File: src/rtl/imem_loader.sv
// imem_loader: packs a big-endian byte stream into 32-bit words and writes them to instruction memory.
// Optional build macro IMEM_LOADER_CHECKSUM_EN adds a running mod-2^32 checksum output of the words written.
`default_nettype none

module imem_loader #(
   parameter int ADDR_WIDTH = 4,
   parameter int DATA_WIDTH = 32
) (
   input  logic                  clk,
   input  logic                  rst_n,
   input  logic                  start,
   input  logic                  byte_valid,
   input  logic [7:0]            byte_data,
   input  logic                  byte_last,
   output logic                  byte_ready,
   output logic                  imem_we,
   output logic [ADDR_WIDTH-1:0] imem_addr,
   output logic [DATA_WIDTH-1:0] imem_wdata,
   output logic                  cpu_hold,
   output logic                  busy,
   output logic                  done,
   output logic [ADDR_WIDTH:0]   words_written,
   output logic                  err_partial,
   output logic                  err_overflow
`ifdef IMEM_LOADER_CHECKSUM_EN
   ,
   output logic [31:0]           checksum
`endif
);

   typedef enum logic [1:0] {
      S_IDLE  = 2'd0,
      S_RECV  = 2'd1,
      S_WRITE = 2'd2,
      S_DONE  = 2'd3
   } state_t;

   state_t                state_q;
   logic [1:0]            byte_cnt_q;
   logic [DATA_WIDTH-1:0] pack_q;
   logic                  last_q;
   logic                  byte_ready_q;
   logic                  imem_we_q;
   logic [ADDR_WIDTH-1:0] addr_q;
   logic [DATA_WIDTH-1:0] wdata_q;
   logic                  cpu_hold_q;
   logic                  busy_q;
   logic                  done_q;
   logic [ADDR_WIDTH:0]   words_q;
   logic                  err_partial_q;
   logic                  err_overflow_q;
`ifdef IMEM_LOADER_CHECKSUM_EN
   logic [31:0]           checksum_q;
`endif

   logic [DATA_WIDTH-1:0] word_d;
   logic                  xfer_d;
   logic                  addr_full_d;

   // Merge the incoming byte into its big-endian slot of the partially packed word.
   always_comb begin
      word_d = pack_q;
      case (byte_cnt_q)
         2'd0:    word_d[31:24] = byte_data;
         2'd1:    word_d[23:16] = byte_data;
         2'd2:    word_d[15:8]  = byte_data;
         default: word_d[7:0]   = byte_data;
      endcase
   end

   assign xfer_d      = byte_valid && byte_ready_q;
   assign addr_full_d = &addr_q;

   always_ff @(posedge clk or negedge rst_n) begin
      if (!rst_n) begin
         state_q        <= S_IDLE;
         byte_cnt_q     <= 2'd0;
         pack_q         <= '0;
         last_q         <= 1'b0;
         byte_ready_q   <= 1'b0;
         imem_we_q      <= 1'b0;
         addr_q         <= '0;
         wdata_q        <= '0;
         cpu_hold_q     <= 1'b0;
         busy_q         <= 1'b0;
         done_q         <= 1'b0;
         words_q        <= '0;
         err_partial_q  <= 1'b0;
         err_overflow_q <= 1'b0;
`ifdef IMEM_LOADER_CHECKSUM_EN
         checksum_q     <= '0;
`endif
      end else begin
         imem_we_q <= 1'b0;
         case (state_q)
            S_IDLE, S_DONE: begin
               if (start) begin
                  state_q        <= S_RECV;
                  byte_cnt_q     <= 2'd0;
                  pack_q         <= '0;
                  last_q         <= 1'b0;
                  byte_ready_q   <= 1'b1;
                  addr_q         <= '0;
                  cpu_hold_q     <= 1'b1;
                  busy_q         <= 1'b1;
                  done_q         <= 1'b0;
                  words_q        <= '0;
                  err_partial_q  <= 1'b0;
                  err_overflow_q <= 1'b0;
`ifdef IMEM_LOADER_CHECKSUM_EN
                  checksum_q     <= '0;
`endif
               end
            end
            S_RECV: begin
               if (xfer_d) begin
                  if (byte_last || (byte_cnt_q == 2'd3)) begin
                     state_q      <= S_WRITE;
                     byte_ready_q <= 1'b0;
                     imem_we_q    <= 1'b1;
                     wdata_q      <= word_d;
                     last_q       <= byte_last;
                     if (byte_last && (byte_cnt_q != 2'd3)) begin
                        err_partial_q <= 1'b1;
                     end
                  end else begin
                     pack_q     <= word_d;
                     byte_cnt_q <= byte_cnt_q + 2'd1;
                  end
               end
            end
            S_WRITE: begin
               words_q    <= words_q + 1'b1;
               byte_cnt_q <= 2'd0;
               pack_q     <= '0;
`ifdef IMEM_LOADER_CHECKSUM_EN
               checksum_q <= checksum_q + wdata_q;
`endif
               // Address saturates at the top of memory instead of wrapping.
               if (!addr_full_d) begin
                  addr_q <= addr_q + 1'b1;
               end
               if (last_q || addr_full_d) begin
                  state_q    <= S_DONE;
                  done_q     <= 1'b1;
                  cpu_hold_q <= 1'b0;
                  busy_q     <= 1'b0;
                  if (!last_q) begin
                     err_overflow_q <= 1'b1;
                  end
               end else begin
                  state_q      <= S_RECV;
                  byte_ready_q <= 1'b1;
               end
            end
            default: state_q <= S_IDLE;
         endcase
      end
   end

   assign byte_ready    = byte_ready_q;
   assign imem_we       = imem_we_q;
   assign imem_addr     = addr_q;
   assign imem_wdata    = wdata_q;
   assign cpu_hold      = cpu_hold_q;
   assign busy          = busy_q;
   assign done          = done_q;
   assign words_written = words_q;
   assign err_partial   = err_partial_q;
   assign err_overflow  = err_overflow_q;
`ifdef IMEM_LOADER_CHECKSUM_EN
   assign checksum      = checksum_q;
`endif

endmodule

`default_nettype wire

File: config.mk
export PLATFORM = sky130hd
export DESIGN_NAME = imem_loader
export DESIGN_NICKNAME = d
export VERILOG_FILES = /design/src/rtl/imem_loader.sv
export SDC_FILE = /design/constraint.sdc
export NUM_CORES = 1
export LEC_CHECK = 0
export BUFFER_PORTS_ARGS = -buffer_cell sky130_fd_sc_hd__buf_2
export CAP_MARGIN = 20
export CORE_UTILIZATION = 40
export DETAILED_ROUTE_END_ITERATION = 8
export HOLD_SLACK_MARGIN = 0.15
export MAX_ROUTING_LAYER = met4
export PLACE_DENSITY = 0.65
export SLEW_MARGIN = 20
export SYNTH_ARGS = -nofsm -noshare
export SYNTH_HDL_FRONTEND = slang
export SYNTH_SLANG_ARGS = --single-unit
File: constraint.sdc
create_clock -name clk -period 2.23 [get_ports clk]
set_input_delay 0.446 -clock clk [delete_from_list [all_inputs] [get_ports clk]]
set_output_delay 0.446 -clock clk [all_outputs]
set_load 0.01 [all_outputs]
==> reports/qor.txt <==
Rel. slew slack - 0.492
Largest net degree at the start of global routing - 66
Core area - 9770 µm²
Final Cycle Share - 0.929
# setup viols final - 0
Layout area overhead - 15.5%
Reg clk slew, reported paths - 0.09 ns
Tmin final - 2.07 ns
TNS Setup - 0 ns
CTS Root Cell - clkbuf_8
Yosys warning count - 0
Critical path required time - 2.53 ns
Vias in the first global route - 2743
Syn Area/Cell - 11.1 µm²
Clock sinks - 84
Die Span X - 103 µm
Worst setup margin - 0.159 ns
DRC violations left - 0
Met1 Track Usage GR - 0.255
CP arrival - 2.37 ns
Nets@finish - 438
Simple-Gate Fraction of Synth Area - 0.109
HPWL Detailed - 5.96 mm
Mapped Cells - 363
Hold Crit Class - in -> reg
Clk_lat worst skew - 0.36 ns
Drt pass-1 iters - 4
CP Max Fanout - 12
TritonCTS buffer count - 9
Nature of the critical path endpoint - flop
First-pass GRT wire length - 14.2 mm
Initial antenna violation count - 0
Synthesized area - 4040 µm²
Worst hold stages - 3
#FFs+latches synth - 84
Vias - 2985
Leak - 2.20 nW
Routed length per instance - 15.9 µm
GRT Overall Usage - 0.185
Synth Flop Type - dfrtp_1
Fmax achieved - 483 MHz
DIE HEIGHT - 103 µm
Die ar. - 10500 µm²
Ys async rst share - 1.00
Longest Clk Path Bufs - 2
EDFF count, synth - 0
DRT Wirelength - 8.80 mm
Cell Rows - 36
Pre-CTS WS - 0.242 ns
Max Cap Violations - 0
Post-synthesis sequential area ratio - 0.520
Initial core utilization - 0.414
Reg2Reg Depth - 5
Final core utilization - 0.478
Status - completed
Worst-Margin Slew - 0.762 ns
Post-DR vias/cell - 5.39
Routability cong. - 0.807
Iteration-0 DRC Markers - 236
Setup CP Type - reg -> reg
VDD IR max - 0.000427 V
Gr busiest metal - met2
Distinct cells, synth - 51
Synth Area in Compound Gates - 0.208
CP Launch Type - flop
Largest family of logic cells by synthesized area - compound AO/OA/AOI/OAI gates
Fin Clk Skew - 0.00533 ns
Final global-route overflow total - 0
Worst reg2reg setup slack - 0.16 ns
# IOs - 61
Leading cell types in the layout, fill and taps excluded - dfrtp_1, buf_2, nand2_1
Power Dens Cells - 1330 nW/µm²
GR Util met2 - 0.273
Port Buffers - 60
Share of cells above drive strength 1 - 0.247
Final Max Tran Viols - 0
Detail Route Antenna Nets - 0
Met3 global-route usage - 0.0319
ANT cells - 0
Adder-Cell Fraction of Synth Area - 0.0279
TritonCTS clock tree - yes
Syn nets - 385
RSZ-0062 raised after global routing - false
# H-tree levels - 3
Commonest non-fill, non-tap cell in the layout - dfrtp_1
Post-CTS Resized - 0
Mux contribution to synthesized area - 0.0817
Fin. Hold Viols - 0
Xor/xnor share of the synthesized area - 0
-- power by group --
part	internal [mW]	switching (mW)	total (mW)
combinational	1.11	1.52	2.63
clock	0.553	0.560	1.11
sequential	2.09	0.355	2.45
total	3.76	2.44	6.19
-- final timing paths --
| check | startpoint | to |
|---|---|---|
| worst min-delay path | byte_last | err_partial |
| max in group asynchronous | rst_n | imem_wdata[27] |
| worst max-delay path | state_q[1] | pack_q[9] |
| worst min register to register | imem_wdata[24] | imem_wdata[24] |
| worst max register to register | state_q[1] | pack_q[9] |
| min in group asynchronous | rst_n | busy |
-- per-layer routing --
layer	vias up	wire (µm)	share of wire
met1	1473	4300	0.49
met5	-	0	0
met3	9	285	0.032
met4	0	103	0.012
li1	1437	-	-
met2	66	4110	0.47
-- registers in the layout (all words and copies together), names as in the netlist, 2 cells and up --
register,flops
words_written,5
byte_cnt_q,2
pack_q,32
imem_wdata,32
imem_addr,4
state_q,2
-- stage by stage --
| stage | power (mW) | area [µm²] | hold slack [ns] | cells |
|---|---|---|---|---|
| global placement | 5.05 | 4460 | 0.416 | 537 |
| detailed placement | 5.12 | 4460 | 0.420 | 537 |
| finish | 6.19 | 4670 | 0.433 | 554 |
| global route | 6.68 | 4670 | 0.432 | 554 |
| floorplan | 4.34 | 4040 | 0.150 | 363 |
| CTS | 6.24 | 4670 | 0.419 | 554 |
-- synthesized netlist by cell type (2+ instances only) --
cell        n  area [µm²]
a211oi_1    2        15.0
nand2_1    50         188
nand2b_1    3        18.8
buf_2      10        50.1
clkbuf_1    3        11.3
o41ai_1     3        26.3
o21ai_0    38         190
ha_1        9         113
mux2i_1    33         330
a31o_2      3        26.3
inv_1      10        37.5
dfrtp_1    84        2100
nor3_1      3        15.0
buf_1       8        30.0
nand3_1     6        30.0
o221ai_1    3        26.3
nor2_1      6        22.5
buf_6       5        56.3
o31ai_1     6        45.0
a21oi_1     8        40.0
o2111ai_1   4        35.0
clkbuf_2    2        10.0
nor4_4      4        85.1
a22o_1     33         289
-- kinds of logic after synthesis --
kind of cell               count (synthesis)
and+or+nand+nor                           82
DFF                                       84
muxes                                     33
AOI/OAI and AO/OA                        115
buffers and inverters                     40
adders and majority gates                  9
-- timing repair --
| item | 4_1_cts | 5_1_grt |
|---|---|---|
| setup buffers | 0 | 0 |
| hold buffers | 1 | 0 |
| hold endpoints to repair | 30 | 0 |
-- worst max-delay path, stage by stage (launching register included) --
cell,delay [ns]
dfrtp_1,0.42
inv_1,0.09
ha_1,0.42
inv_1,0.18
o2111ai_1,0.66
a22o_1,0.24
-- area by class of cell --
class | count | area [µm²]
Sequential cell | 84 | 2100
Multi-Input combinational cell | 239 | 1740
Tap cell | 133 | 166
Clock inverter | 5 | 61.3
Timing Repair Buffer | 72 | 420
Inverter | 10 | 37.5
Clock buffer | 11 | 141
Fill cell | 947 | 5100
Note: power is estimated with default switching activity, not from simulation.
